[src/rtl/jtag_master_pkg.sv]
// Shared types and constants for the JTAG initiator.
package jtag_master_pkg;

  typedef enum logic [1:0] {
    StInit,
    StIdle,
    StScan,
    StResp
  } state_e;

  localparam int unsigned TLR_PULSES  = 5;
  localparam int unsigned DR_OVERHEAD = 5;
  localparam int unsigned IR_OVERHEAD = 6;

  // TMS for pulse idx of a scan starting in Run-Test/Idle. The header walks to Shift
  // (1,0,0 or 1,1,0,0); with len=0 its last pulse goes Capture->Exit1 instead.
  function automatic logic scan_tms(input logic ir, input int unsigned len,
                                    input int unsigned idx);
    int unsigned hdr;
    hdr = ir ? IR_OVERHEAD - 2 : DR_OVERHEAD - 2;
    if (idx < hdr) begin
      if (idx == hdr - 1) return (len == 0);
      return (idx < hdr - 2);
    end
    if (idx < hdr + len) return (idx == hdr + len - 1);
    return (idx == hdr + len);
  endfunction

endpackage

[src/rtl/jtag_master_clk_gen.sv]
// Divides tck into jtag_tck pulses: CLK_DIV cycles low then CLK_DIV cycles high.
module jtag_clk_gen #(
  parameter int unsigned CLK_DIV = 2
) (
  input  logic tck,
  input  logic trst,
  input  logic en,
  output logic jtag_tck,
  output logic rise,
  output logic pulse_end
);

  localparam int unsigned CW = $clog2(2 * CLK_DIV);

  logic [CW-1:0] cnt_q, cnt_d;
  logic          tck_d;

  // rise: jtag_tck goes high at the end of this cycle; pulse_end: it goes low.
  always_comb begin
    rise      = en && (cnt_q == CW'(CLK_DIV - 1));
    pulse_end = en && (cnt_q == CW'(2 * CLK_DIV - 1));
    cnt_d     = (en && !pulse_end) ? cnt_q + 1'b1 : '0;
    tck_d     = en && (cnt_d >= CW'(CLK_DIV));
  end

  always_ff @(posedge tck or negedge trst) begin
    if (!trst) begin
      cnt_q    <= '0;
      jtag_tck <= 1'b0;
    end else begin
      cnt_q    <= cnt_d;
      jtag_tck <= tck_d;
    end
  end

endmodule

[src/rtl/jtag_master.sv]
// JTAG initiator: runs IR/DR scans and TAP resets from a valid/ready command stream.
// Optional macro JTAG_MASTER_RTI_EN adds cmd_rti extra Run-Test/Idle pulses per scan.
module jtag_master
  import jtag_master_pkg::*;
#(
  parameter int unsigned MAX_LEN = 32,
  parameter int unsigned CLK_DIV = 2,
  parameter int unsigned LEN_W   = $clog2(MAX_LEN + 1)
) (
  input  logic               tck,
  input  logic               trst,
  input  logic               cmd_valid,
  output logic               cmd_ready,
  input  logic               cmd_ir,
  input  logic               cmd_tlr,
  input  logic [LEN_W-1:0]   cmd_len,
  input  logic [MAX_LEN-1:0] cmd_data,
`ifdef JTAG_MASTER_RTI_EN
  input  logic [7:0]         cmd_rti,
`endif
  output logic               rsp_valid,
  input  logic               rsp_ready,
  output logic [MAX_LEN-1:0] rsp_data,
  output logic               jtag_tck,
  output logic               jtag_tms,
  output logic               jtag_tdi,
  input  logic               jtag_tdo
);

`ifdef JTAG_MASTER_RTI_EN
  localparam int unsigned RtiMax = 255;
`else
  localparam int unsigned RtiMax = 0;
`endif
  localparam int unsigned IW = $clog2(MAX_LEN + IR_OVERHEAD + RtiMax + 1);
  localparam int unsigned BW = (MAX_LEN > 1) ? $clog2(MAX_LEN) : 1;

  state_e             state_q, state_d;
  logic [IW-1:0]      idx_q, idx_d;
  logic [IW-1:0]      last_q, last_d;
  logic               ir_q, ir_d;
  logic               tlr_q, tlr_d;
  logic [LEN_W-1:0]   len_q, len_d;
  logic [MAX_LEN-1:0] data_q, data_d;
  logic [MAX_LEN-1:0] rsp_q, rsp_d;
  logic               tms_q, tms_d;
  logic               tdi_q, tdi_d;

  logic               clk_en, rise, pulse_end;
  logic [LEN_W-1:0]   len_clamp;
  int unsigned        hdr, len_u, cur, nxt, rti, n_pulses;
  logic               cur_shift, nxt_shift;

  assign clk_en = (state_q == StInit) || (state_q == StScan);

  jtag_clk_gen #(
    .CLK_DIV(CLK_DIV)
  ) u_clk_gen (
    .tck      (tck),
    .trst     (trst),
    .en       (clk_en),
    .jtag_tck (jtag_tck),
    .rise     (rise),
    .pulse_end(pulse_end)
  );

  always_comb begin
    len_clamp = (cmd_len > LEN_W'(MAX_LEN)) ? LEN_W'(MAX_LEN) : cmd_len;
`ifdef JTAG_MASTER_RTI_EN
    rti = 32'(cmd_rti);
`else
    rti = 0;
`endif
    n_pulses  = (cmd_ir ? IR_OVERHEAD : DR_OVERHEAD) + 32'(len_clamp) + rti;
    hdr       = ir_q ? IR_OVERHEAD - 2 : DR_OVERHEAD - 2;
    len_u     = 32'(len_q);
    cur       = 32'(idx_q);
    nxt       = cur + 1;
    cur_shift = (cur >= hdr) && (cur < hdr + len_u);
    nxt_shift = (nxt >= hdr) && (nxt < hdr + len_u);

    state_d = state_q;
    idx_d   = idx_q;
    last_d  = last_q;
    ir_d    = ir_q;
    tlr_d   = tlr_q;
    len_d   = len_q;
    data_d  = data_q;
    rsp_d   = rsp_q;
    tms_d   = tms_q;
    tdi_d   = tdi_q;

    unique case (state_q)
      StInit: begin
        if (pulse_end) begin
          if (idx_q == last_q) begin
            state_d = tlr_q ? StResp : StIdle;
            idx_d   = '0;
            tms_d   = 1'b0;
            tdi_d   = 1'b0;
          end else begin
            idx_d = idx_q + 1'b1;
            tms_d = (nxt < TLR_PULSES);
          end
        end
      end
      StIdle: begin
        if (cmd_valid) begin
          idx_d = '0;
          tms_d = 1'b1;
          tdi_d = 1'b0;
          rsp_d = '0;
          tlr_d = cmd_tlr;
          if (cmd_tlr) begin
            state_d = StInit;
            last_d  = IW'(TLR_PULSES);
          end else begin
            state_d = StScan;
            ir_d    = cmd_ir;
            len_d   = len_clamp;
            data_d  = cmd_data;
            last_d  = IW'(n_pulses - 1);
          end
        end
      end
      StScan: begin
        if (rise && cur_shift) rsp_d[BW'(cur - hdr)] = jtag_tdo;
        if (pulse_end) begin
          if (idx_q == last_q) begin
            state_d = StResp;
            idx_d   = '0;
            tms_d   = 1'b0;
            tdi_d   = 1'b0;
          end else begin
            idx_d = idx_q + 1'b1;
            tms_d = scan_tms(ir_q, len_u, nxt);
            tdi_d = nxt_shift ? data_q[BW'(nxt - hdr)] : 1'b0;
          end
        end
      end
      StResp: begin
        if (rsp_ready) state_d = StIdle;
      end
      default: state_d = StInit;
    endcase
  end

  always_ff @(posedge tck or negedge trst) begin
    if (!trst) begin
      state_q <= StInit;
      idx_q   <= '0;
      last_q  <= IW'(TLR_PULSES);
      ir_q    <= 1'b0;
      tlr_q   <= 1'b0;
      len_q   <= '0;
      data_q  <= '0;
      rsp_q   <= '0;
      tms_q   <= 1'b1;
      tdi_q   <= 1'b0;
    end else begin
      state_q <= state_d;
      idx_q   <= idx_d;
      last_q  <= last_d;
      ir_q    <= ir_d;
      tlr_q   <= tlr_d;
      len_q   <= len_d;
      data_q  <= data_d;
      rsp_q   <= rsp_d;
      tms_q   <= tms_d;
      tdi_q   <= tdi_d;
    end
  end

  assign cmd_ready = (state_q == StIdle);
  assign rsp_valid = (state_q == StResp);
  assign rsp_data  = rsp_q;
  assign jtag_tms  = tms_q;
  assign jtag_tdi  = tdi_q;

endmodule

[config.mk]
export PLATFORM = sky130hd
export DESIGN_NAME = jtag_master
export DESIGN_NICKNAME = d
export VERILOG_FILES = /design/src/rtl/jtag_master_pkg.sv /design/src/rtl/jtag_master_clk_gen.sv /design/src/rtl/jtag_master.sv
export SDC_FILE = /design/constraint.sdc
export NUM_CORES = 1
export LEC_CHECK = 0
export ABC_AREA = 1
export CAP_MARGIN = 30
export CORE_MARGIN = 5
export CORE_UTILIZATION = 45
export DETAILED_ROUTE_END_ITERATION = 8
export PLACE_DENSITY = 0.67
export SKIP_LAST_GASP = 1
export SYNTH_ARGS = -nofsm -noshare
export SYNTH_HDL_FRONTEND = slang
export SYNTH_SLANG_ARGS = --single-unit
[constraint.sdc]
create_clock -name tck -period 4 [get_ports tck]
set_clock_uncertainty 0.05 [all_clocks]
set_input_delay 0.8 -clock tck [delete_from_list [all_inputs] [get_ports tck]]
set_output_delay 0.8 -clock tck [all_outputs]
set_load 0.03 [all_outputs]
==> run summary, run 1 <==
The upper clock frequency limit came out at 300.9 MHz. The top-level I/O count came out at 82. The maximum number of pins on one net before global-route repair came out at 62. The biggest fanout along the worst timing path is 5. Power spread over the standard cell area amounts to 877.0 nW/um2.

For the worst flop-to-flop path, the logic depth is 23. Counting flops with a built-in enable in the synthesized netlist gives 0. The met2 usage in global routing is 29.05%. The global-route wire length before repair came out at 25020 um. The worst-case register-to-register setup slack came out at 680 ps. The worst hold path endpoint is u_clk_gen.cnt_q[0]. The height of the die is 126.1 um. Among all flip-flop cells after synthesis, the most frequent one is sky130_fd_sc_hd__dfrtp_1.

Setup repair after global routing left no endpoint under its margin. The detail route stage leaves a number of antenna-violating nets equal to 0. The worst pin sits at a relative slew slack of 39.11%.

The wire length after detailed routing came out at 14550 um. Compared with the post-synthesis result, the final layout area differs by 20.92%. The filler cells instantiated in the layout total 1273. The worst-case vdd ir drop came out at 0.0003462 V.

In this design, the stage delay of the slowest critical-path cell is 450 ps. The count of yosys warnings during synthesis is 0. Cell internal power was estimated by the tool at 3.152 mW. The final setup TNS came out at 0 ps.

The number of library cell types mapped by synthesis is 40. The instance count along the most critical hold path came out at 1. The leakage dissipation is 3.557 nW. In this run, synthesis produced a sequential element count of 91. The worst setup path is captured at a flop.

The placeable core area came out at 13240 um2. Timing analysis after detailed placement gives a worst setup slack of 697.1 ps. The worst setup path is launched from a flop. The initial core utilization is 45.80%. The gate count after technology mapping is 824.

In the final layout, the multi-input gates occupy 3321 um2. The fraction of final layout cells with drive strength greater than 1 came out at 8.980%. The clock network fraction of design power came out at 14.4%. The endpoint identified for the worst register-to-register timing path is jtag_tms. Summing all flip-flop and latch instances after layout gives 2281 um2. The run finished with clean final reports. Global routing consumed, on the met1 layer, 26.99% of the routing resources. The number of max-slew violations in the final report is 0.

The met3 capacity usage during global routing is 3.175%. The number of antenna violations at the first check in global routing was 0. The global route total overflow is 0. The iteration count of the initial detailed-routing pass is 5. Dividing the detail-routed wire length by the instance count gives 13.50 um. The busiest layer in global routing is met2. The via count of the first global-routing pass was 5187. At the worst endpoint, the required time is 4240 ps. The final worst-path cycle share is 83.09%. The number of maximum-capacitance violations is 0. The beginning of the worst hold path is u_clk_gen.cnt_q[0].

The number of buffers inserted for hold repair after clock tree synthesis came out at 0. The placed cell count came out at 1062. The maximum clock path buffer count came out at 2.

The number of input and output port buffers inserted came out at 81. In this run the horizontal extent of the chip is 126.1 um. The proportion of total power due to net switching came out at 51.00%. The final instance count without filler cells came out at 1078. The detailed-placement wirelength estimate is 10750 um. The combinational share of power came out at 63.4%. Global routing used 18.95% of the available tracks across all layers. The startpoint of the worst-slack reg-to-reg timing path is ir_q.

The design draws 6.433 mW. By instance count, the cell type seen most on the critical path is sky130_fd_sc_hd__nand2_1. The setup-violating endpoint count in the final report came out at 0. The final worst slack came out at 676.5 ps. Row generation in the floorplan step produced 42 rows. Clock tree synthesis found a total of 91 sinks. The average footprint of a synthesized cell is 7.361 um2. The tree is rooted in a sky130_fd_sc_hd__clkbuf_16. The final weighted congestion in routability-driven placement came out at 0.9088. For the pin with the worst max-slew slack, the measured transition is 912.4 ps.

The sequential-to-total area share from yosys stat is 37.60%. The count of routing violations after the opening detailed-route iteration is 327. Among all stages on the critical path, the largest delay is contributed by sky130_fd_sc_hd__dfrtp_1. The worst hold slack across all endpoints came out at 418.5 ps.

The net count after synthesis is 911. The switching power came out at 3.280 mW. TritonCTS built the clock tree.

The number of nets at the end of the flow is 984. The number of antenna diodes is 0. Once the clock tree was built, the resizer swapped 0 gates to a different size. The post-synthesis async set-or-reset flop share is 100.0%. The cell area that synthesis handed to floorplanning was 6066 um2. The final critical path time including I/O delays and setup came out at 3324 ps.

The setup path with the least slack is of type flop to flop. The number of remaining DRC errors is 0. TritonCTS created 9 clock buffers. The number of vias in the routed layout came out at 5387. The worst hold path belongs to the class flop to flop.

The clock latency on the worst-skew pair came out at 350 ps. The die covers 15900 um2. The number of post-CTS setup repair buffers came out at 0. The data arrival time of the worst path came out at 3570 ps. The clock-pin slew reported for the worst setup and hold paths after clock tree synthesis came out at 70 ps. In this run, flip-flops and latches consume 22.3% of the power. The number of vias per cell after detailed routing is 4.997. The count of endpoints failing hold in the final timing report came to 0.

The CTS H-tree depth is 3. The signal on the critical path passes through inv_1 -> ha_1 -> fa_1 -> inv_1 -> ha_1 -> inv_1 -> nor2_1 -> nand3_1 -> nor3_1 -> ha_1 -> nand4_1 -> nand2_1 -> inv_1 -> nand3_1 -> nor2_1 -> nand2_1 -> nor2_1 -> nand2_1 -> nand2_1 -> nand2_1 -> nand2_1 -> nand2_1 -> nand2_1.
[layer usage]
metal	vias to the layer above	wire length [um]	share of wire, %
met5	-	0	0
met4	0	300	2.1
met3	22	602	4.1
met2	109	6452	44
met1	2446	7192	49
li1	2810	-	-
[how the worst max path moves through the flow]
stage	startpoint	to	slack [ps]	depth (start not counted)
floorplan	ir_q	jtag_tms	810	23
global placement	ir_q	jtag_tms	710	23
CTS	ir_q	jtag_tms	670	23
global route	ir_q	jtag_tms	330	23
finish	ir_q	jtag_tms	680	23
detailed placement	ir_q	jtag_tms	700	23
[Yosys cell counts, types with 2 or more instances]
| library cell | count | area, um2 |
|---|---|---|
| sky130_fd_sc_hd__nor3_1 | 6 | 30.03 |
| sky130_fd_sc_hd__inv_1 | 78 | 292.8 |
| sky130_fd_sc_hd__buf_6 | 3 | 33.78 |
| sky130_fd_sc_hd__o21ai_0 | 30 | 150.1 |
| sky130_fd_sc_hd__o22ai_1 | 6 | 37.54 |
| sky130_fd_sc_hd__xnor2_1 | 6 | 52.55 |
| sky130_fd_sc_hd__nand2_2 | 4 | 25.02 |
| sky130_fd_sc_hd__nand3_1 | 73 | 365.4 |
| sky130_fd_sc_hd__inv_2 | 3 | 11.26 |
| sky130_fd_sc_hd__nor2_1 | 55 | 206.5 |
| sky130_fd_sc_hd__o311ai_0 | 2 | 17.52 |
| sky130_fd_sc_hd__buf_1 | 2 | 7.510 |
| sky130_fd_sc_hd__buf_2 | 7 | 35.03 |
| sky130_fd_sc_hd__fa_1 | 5 | 100.1 |
| sky130_fd_sc_hd__nor4_1 | 2 | 12.51 |
| sky130_fd_sc_hd__or2_2 | 2 | 12.51 |
| sky130_fd_sc_hd__a21oi_1 | 26 | 130.1 |
| sky130_fd_sc_hd__buf_4 | 7 | 52.55 |
| sky130_fd_sc_hd__dfrtp_1 | 88 | 2202 |
| sky130_fd_sc_hd__xor2_1 | 4 | 35.03 |
| sky130_fd_sc_hd__a31oi_1 | 2 | 12.51 |
| sky130_fd_sc_hd__o21ai_1 | 4 | 20.02 |
| sky130_fd_sc_hd__nand4_1 | 7 | 43.79 |
| sky130_fd_sc_hd__clkbuf_1 | 11 | 41.29 |
| sky130_fd_sc_hd__dfstp_2 | 3 | 78.83 |
| sky130_fd_sc_hd__nor3_2 | 6 | 60.06 |
| sky130_fd_sc_hd__o21ai_2 | 30 | 262.8 |
| sky130_fd_sc_hd__ha_1 | 37 | 462.9 |
| sky130_fd_sc_hd__nand2_1 | 304 | 1141 |
[layout make-up]
type,instances,share of cell area [%]
tap,176,3.002
clock buffer,11,3.173
multi-input combinational,622,45.27
sequential,91,31.10
inverter,81,4.145
timing repair buffer,92,12.15
clock inverter,5,1.160
[layout by cell type (no fill, tap or decap), types with 6 or more instances in the layout]
cell,instances
sky130_fd_sc_hd__a21oi_1,26
sky130_fd_sc_hd__buf_4,12
sky130_fd_sc_hd__clkbuf_16,9
sky130_fd_sc_hd__clkdlybuf4s50_1,80
sky130_fd_sc_hd__dfrtp_1,88
sky130_fd_sc_hd__ha_1,37
sky130_fd_sc_hd__inv_1,78
sky130_fd_sc_hd__nand2_1,304
sky130_fd_sc_hd__nand3_1,73
sky130_fd_sc_hd__nand4_1,7
sky130_fd_sc_hd__nor2_1,53
sky130_fd_sc_hd__nor3_1,6
sky130_fd_sc_hd__nor3_2,6
sky130_fd_sc_hd__o21ai_0,30
sky130_fd_sc_hd__o21ai_2,30
sky130_fd_sc_hd__o22ai_1,6
sky130_fd_sc_hd__xnor2_1,6
[stage by stage]
step	util (%)	area, um2
final	55.39	7335
after global routing	55.39	7335
after floorplan	-	6066
after CTS	55.39	7335
after global placement	52.99	7017
after detailed placement	52.99	7017
[flip-flops by register name (all words and copies together) (netlist names)]
register,cells
jtag_tms,1
u_clk_gen.cnt_q,2
len_q,6
rsp_data,32
jtag_tdi,1
data_q,32
ir_q,1
u_clk_gen.jtag_tck,1
last_q,6
tlr_q,1
state_q,2
idx_q,6
[worst max-delay path: cells and delay by family, from the launching register on]
kind / cells / cell delay [ps]
simple gates: 15 / 1220
flops: 1 / 450
buf+inv: 4 / 340
fa+ha+maj: 4 / 1180
[power by group through the flow]
stage                     Sequential (mW)  Combinational, mW  Clock [mW]
after global routing                 1.47               4.67       0.977
final                                1.43               4.08       0.924
after detailed placement             1.45               4.08           0
after floorplan                      1.45               3.10           0
after CTS                            1.43               4.10       0.943
after global placement               1.44               4.04           0
[cells by family after synthesis]
family / count (synthesis) / synth area share, %
compound gates: 106 / 11.41
flops: 91 / 37.60
buf+inv: 111 / 7.818
mux: 1 / 0.1650
simple gates: 462 / 32.01
xor+xnor: 11 / 1.712
fa+ha+maj: 42 / 9.282
Power figures use the tool's default switching activity.
==> inputs of run 2 (changes only) <==
- clock period: 4 -> 3.1 ns (I/O delays scaled with it)
==> run 2 against run 1 <==
Effect of this change:
- clock power grew 22%
- worst hold slack lost 250 ps
- sequential power grew 29%
- total power grew 34%
- sequential share of layout area shrank 0.68 points
- routed wire length grew 2.5%
- worst setup slack lost 480 ps
- core utilization grew 1.2 points
- maximum frequency grew 14%
- die area is the same
- sequential cell count is the same
- final cell count grew 1.1%
==> run summary, run 2 (synthesis gave the netlist of run 1 again) <==
The cell area reported after detailed placement came out at 7149 um2 (+1.9%). The setup-violating endpoint count in the final report came to 0 (unchanged). The detailed-placement wirelength estimate is 11090 um (+3.2%). The critical path is of the flop to flop type. The number of input and output port buffers inserted was 81 (unchanged).

The worst-case vdd ir drop was 0.0004789 V (+38%). The number of max-slew violations in the final report came to 0 (unchanged). The number of antenna diodes is 0 (unchanged). The final antenna-violating net count is 0 (unchanged).

The upper clock frequency limit is 344.4 MHz (+14%). The pin slew with the least headroom to its limit came out at 583.3 ps (-329.0 ps). The fraction of final layout cells with drive strength greater than 1 came out at 11.38% (+2.4 points). The die span in x is 126.1 um (unchanged). The clock network fraction of design power came to 13.1% (-1.3 points). The count of endpoints failing hold in the final timing report is 0 (unchanged).

Setup repair after global routing could not meet its margin everywhere. STA classifies the critical path startpoint as a flop. TritonCTS built the clock tree. The combinational share of power is 65.5% (+2.1 points). Clock tree synthesis selected as its root buffer the cell sky130_fd_sc_hd__clkbuf_16. The clock buffer count from CTS came out at 9 (unchanged).

The initial core utilization is 45.80% (unchanged). The number of maximum-capacitance violations is 0 (unchanged). The clock-pin slew reported for the worst setup and hold paths after clock tree synthesis is 60 ps (about the same). The most common library cell in the layout ignoring fill and taps is sky130_fd_sc_hd__nand2_1. The global-route wire length before repair came out at 25350 um (+1.3%).

The worst setup path is captured at a flop. The total of fill cells in the finished design came out at 1263 (-0.79%). The global route total overflow came out at 0 (unchanged). The power after layout came to 8.604 mW (+34%). The wire length per cell came out at 13.69 um (+1.4%).

The flow ran to the end, and the final reports show no timing, DRC or antenna violations. The number of rows in the core area is 42 (unchanged). The via count of the first global-routing pass is 5296 (+2.1%). The share of the core filled with cells is 56.63% (+1.2 points). The number of buffers inserted for hold repair after clock tree synthesis came to 0 (unchanged). In the layout the commonest cells are 302 x sky130_fd_sc_hd__nand2_1, 88 x sky130_fd_sc_hd__dfrtp_1, 80 x sky130_fd_sc_hd__clkdlybuf4s50_1.

The overall global routing resource usage came out at 19.23% (+0.27 points). The number of nets at the end of the flow came to 996 (+1.2%). The sequential fraction of design power came out at 21.4% (-0.9 points). The count of routing violations after the opening detailed-route iteration came to 391 (+20%). The worst path required time was 3340 ps (-900 ps). The top-level I/O count came to 82 (unchanged). The final worst-path cycle share came out at 93.68% (+11 points). The number of clock sinks is 91 (unchanged). The number of antenna violations at the first check in global routing came out at 0 (unchanged). The final setup TNS is 0 ps (unchanged). The CTS H-tree depth is 3 (unchanged). The final weighted congestion in routability-driven placement came out at 0.9082 (about the same). The number of remaining DRC errors is 0 (unchanged).

The switching power came out at 4.348 mW (+33%). The proportion of total power due to net switching is 50.54% (-0.46 points). The leakage dissipation came out at 3.629 nW (+2.0%). The post-route cell area came out at 7500 um2 (+2.3%). The number of vias in the routed layout is 5552 (+3.1%). The biggest fanout along the worst timing path came out at 3 (-2). The number of vias per cell after detailed routing came out at 5.094 (+1.9%).

The maximum number of pins on one net before global-route repair is 58 (-6.5%). The maximum clock path buffer count is 2 (unchanged). The height of the die is 126.1 um (unchanged). The design internal power came out at 4.256 mW (+35%). The worst hold slack across all endpoints is 171.1 ps (-247.3 ps). The max-slew headroom at the worst pin was 61.07% (+22 points).

The worst hold path belongs to the class input pin to async pin. The data arrival time of the worst path was 3150 ps (-420 ps). The die area is 15900 um2 (unchanged). The worst-case register-to-register setup slack came out at 200 ps (-480 ps). The final critical path time including I/O delays and setup was 2904 ps (-419.5 ps). The wire length after detailed routing came out at 14920 um (+2.5%). The clock latency on the worst-skew pair came to 350 ps (about the same). The iteration count of the initial detailed-routing pass is 4 (-1).

Compared with the post-synthesis result, the final layout area differs by 23.64%. The placeable core area came out at 13240 um2 (unchanged). The power density of the placed cells was 1147 nW/um2 (+31%).
-- run 2: critical path, stage by stage (launching register included) --
cell and delay, ps:
sky130_fd_sc_hd__dfrtp_1 420, sky130_fd_sc_hd__ha_4 190, sky130_fd_sc_hd__fa_2 580, sky130_fd_sc_hd__inv_2 60, sky130_fd_sc_hd__ha_4 170, sky130_fd_sc_hd__inv_2 60, sky130_fd_sc_hd__nor2_1 40, sky130_fd_sc_hd__nand3_1 120
sky130_fd_sc_hd__nor3_2 50, sky130_fd_sc_hd__ha_1 190, sky130_fd_sc_hd__nor2_1 90, sky130_fd_sc_hd__nand2_1 60, sky130_fd_sc_hd__nor2_1 90, sky130_fd_sc_hd__nand2_1 60, sky130_fd_sc_hd__inv_1 50, sky130_fd_sc_hd__nand3_1 70
sky130_fd_sc_hd__nor2_1 90, sky130_fd_sc_hd__nand2_1 50, sky130_fd_sc_hd__nor2_1 80, sky130_fd_sc_hd__nand2_1 50, sky130_fd_sc_hd__nand2_1 50, sky130_fd_sc_hd__nand2_1 40, sky130_fd_sc_hd__nand2_1 50, sky130_fd_sc_hd__nand2_1 40
sky130_fd_sc_hd__nand2_1 50
-- run 2: stage by stage --
stage | std cells | setup slack (ps)
after floorplan | 824 | 36.76
after global placement | 1073 | 123.3
after detailed placement | 1073 | 47.73
after CTS | 1089 | 24.75
after global routing | 1090 | -22.45
final | 1090 | 196.0
-- run 2: worst paths after layout --
kind,startpoint,end,cells past startpoint
worst max-delay path,len_q[0],jtag_tms,24
worst min-delay path,trst,idx_q[4],1
worst max register to register,len_q[0],jtag_tms,24
worst min register to register,data_q[11],data_q[11],2
max in group asynchronous,trst,data_q[18],2
min in group tck,data_q[11],data_q[11],2
-- run 2: metal layers --
metal	GRT usage (%)	part of all wire, %
met5	0	0
met2	29.61	45
met3	4.064	5.6
met1	26.47	46
met4	7.697	2.7
-- run 2: cell type report --
class,count,area (um2),share of cell area [%]
Clock inverter,5,60.06,0.8008
Clock buffer,11,242.7,3.237
Tap cell,176,220.2,2.936
Multi-Input combinational cell,622,3361,44.81
Inverter,81,304.0,4.054
Sequential cell,91,2281,30.41
Timing Repair Buffer,104,1031,13.75
-- run 2: repair_timing --
action	CTS	global route
setup endpoints to repair	0	34
resized for setup	0	11
buffers inserted	0	1
-- run 2: power groups by stage --
stage          clock [mW]  combinational [mW]  sequential (mW)
2_1_floorplan           0                4.00             1.87
3_3_place_gp            0                5.41             1.85
3_5_place_dp            0                5.49             1.86
4_1_cts              1.15                5.53             1.84
5_1_grt              1.21                6.42             1.89
6_report             1.13                5.64             1.84
==> inputs of run 3 (changes only) <==
- CAP_MARGIN: 30 -> unset
==> results of run 3 <==
The final DEF is identical to that of run 2; final timing and power are the same.
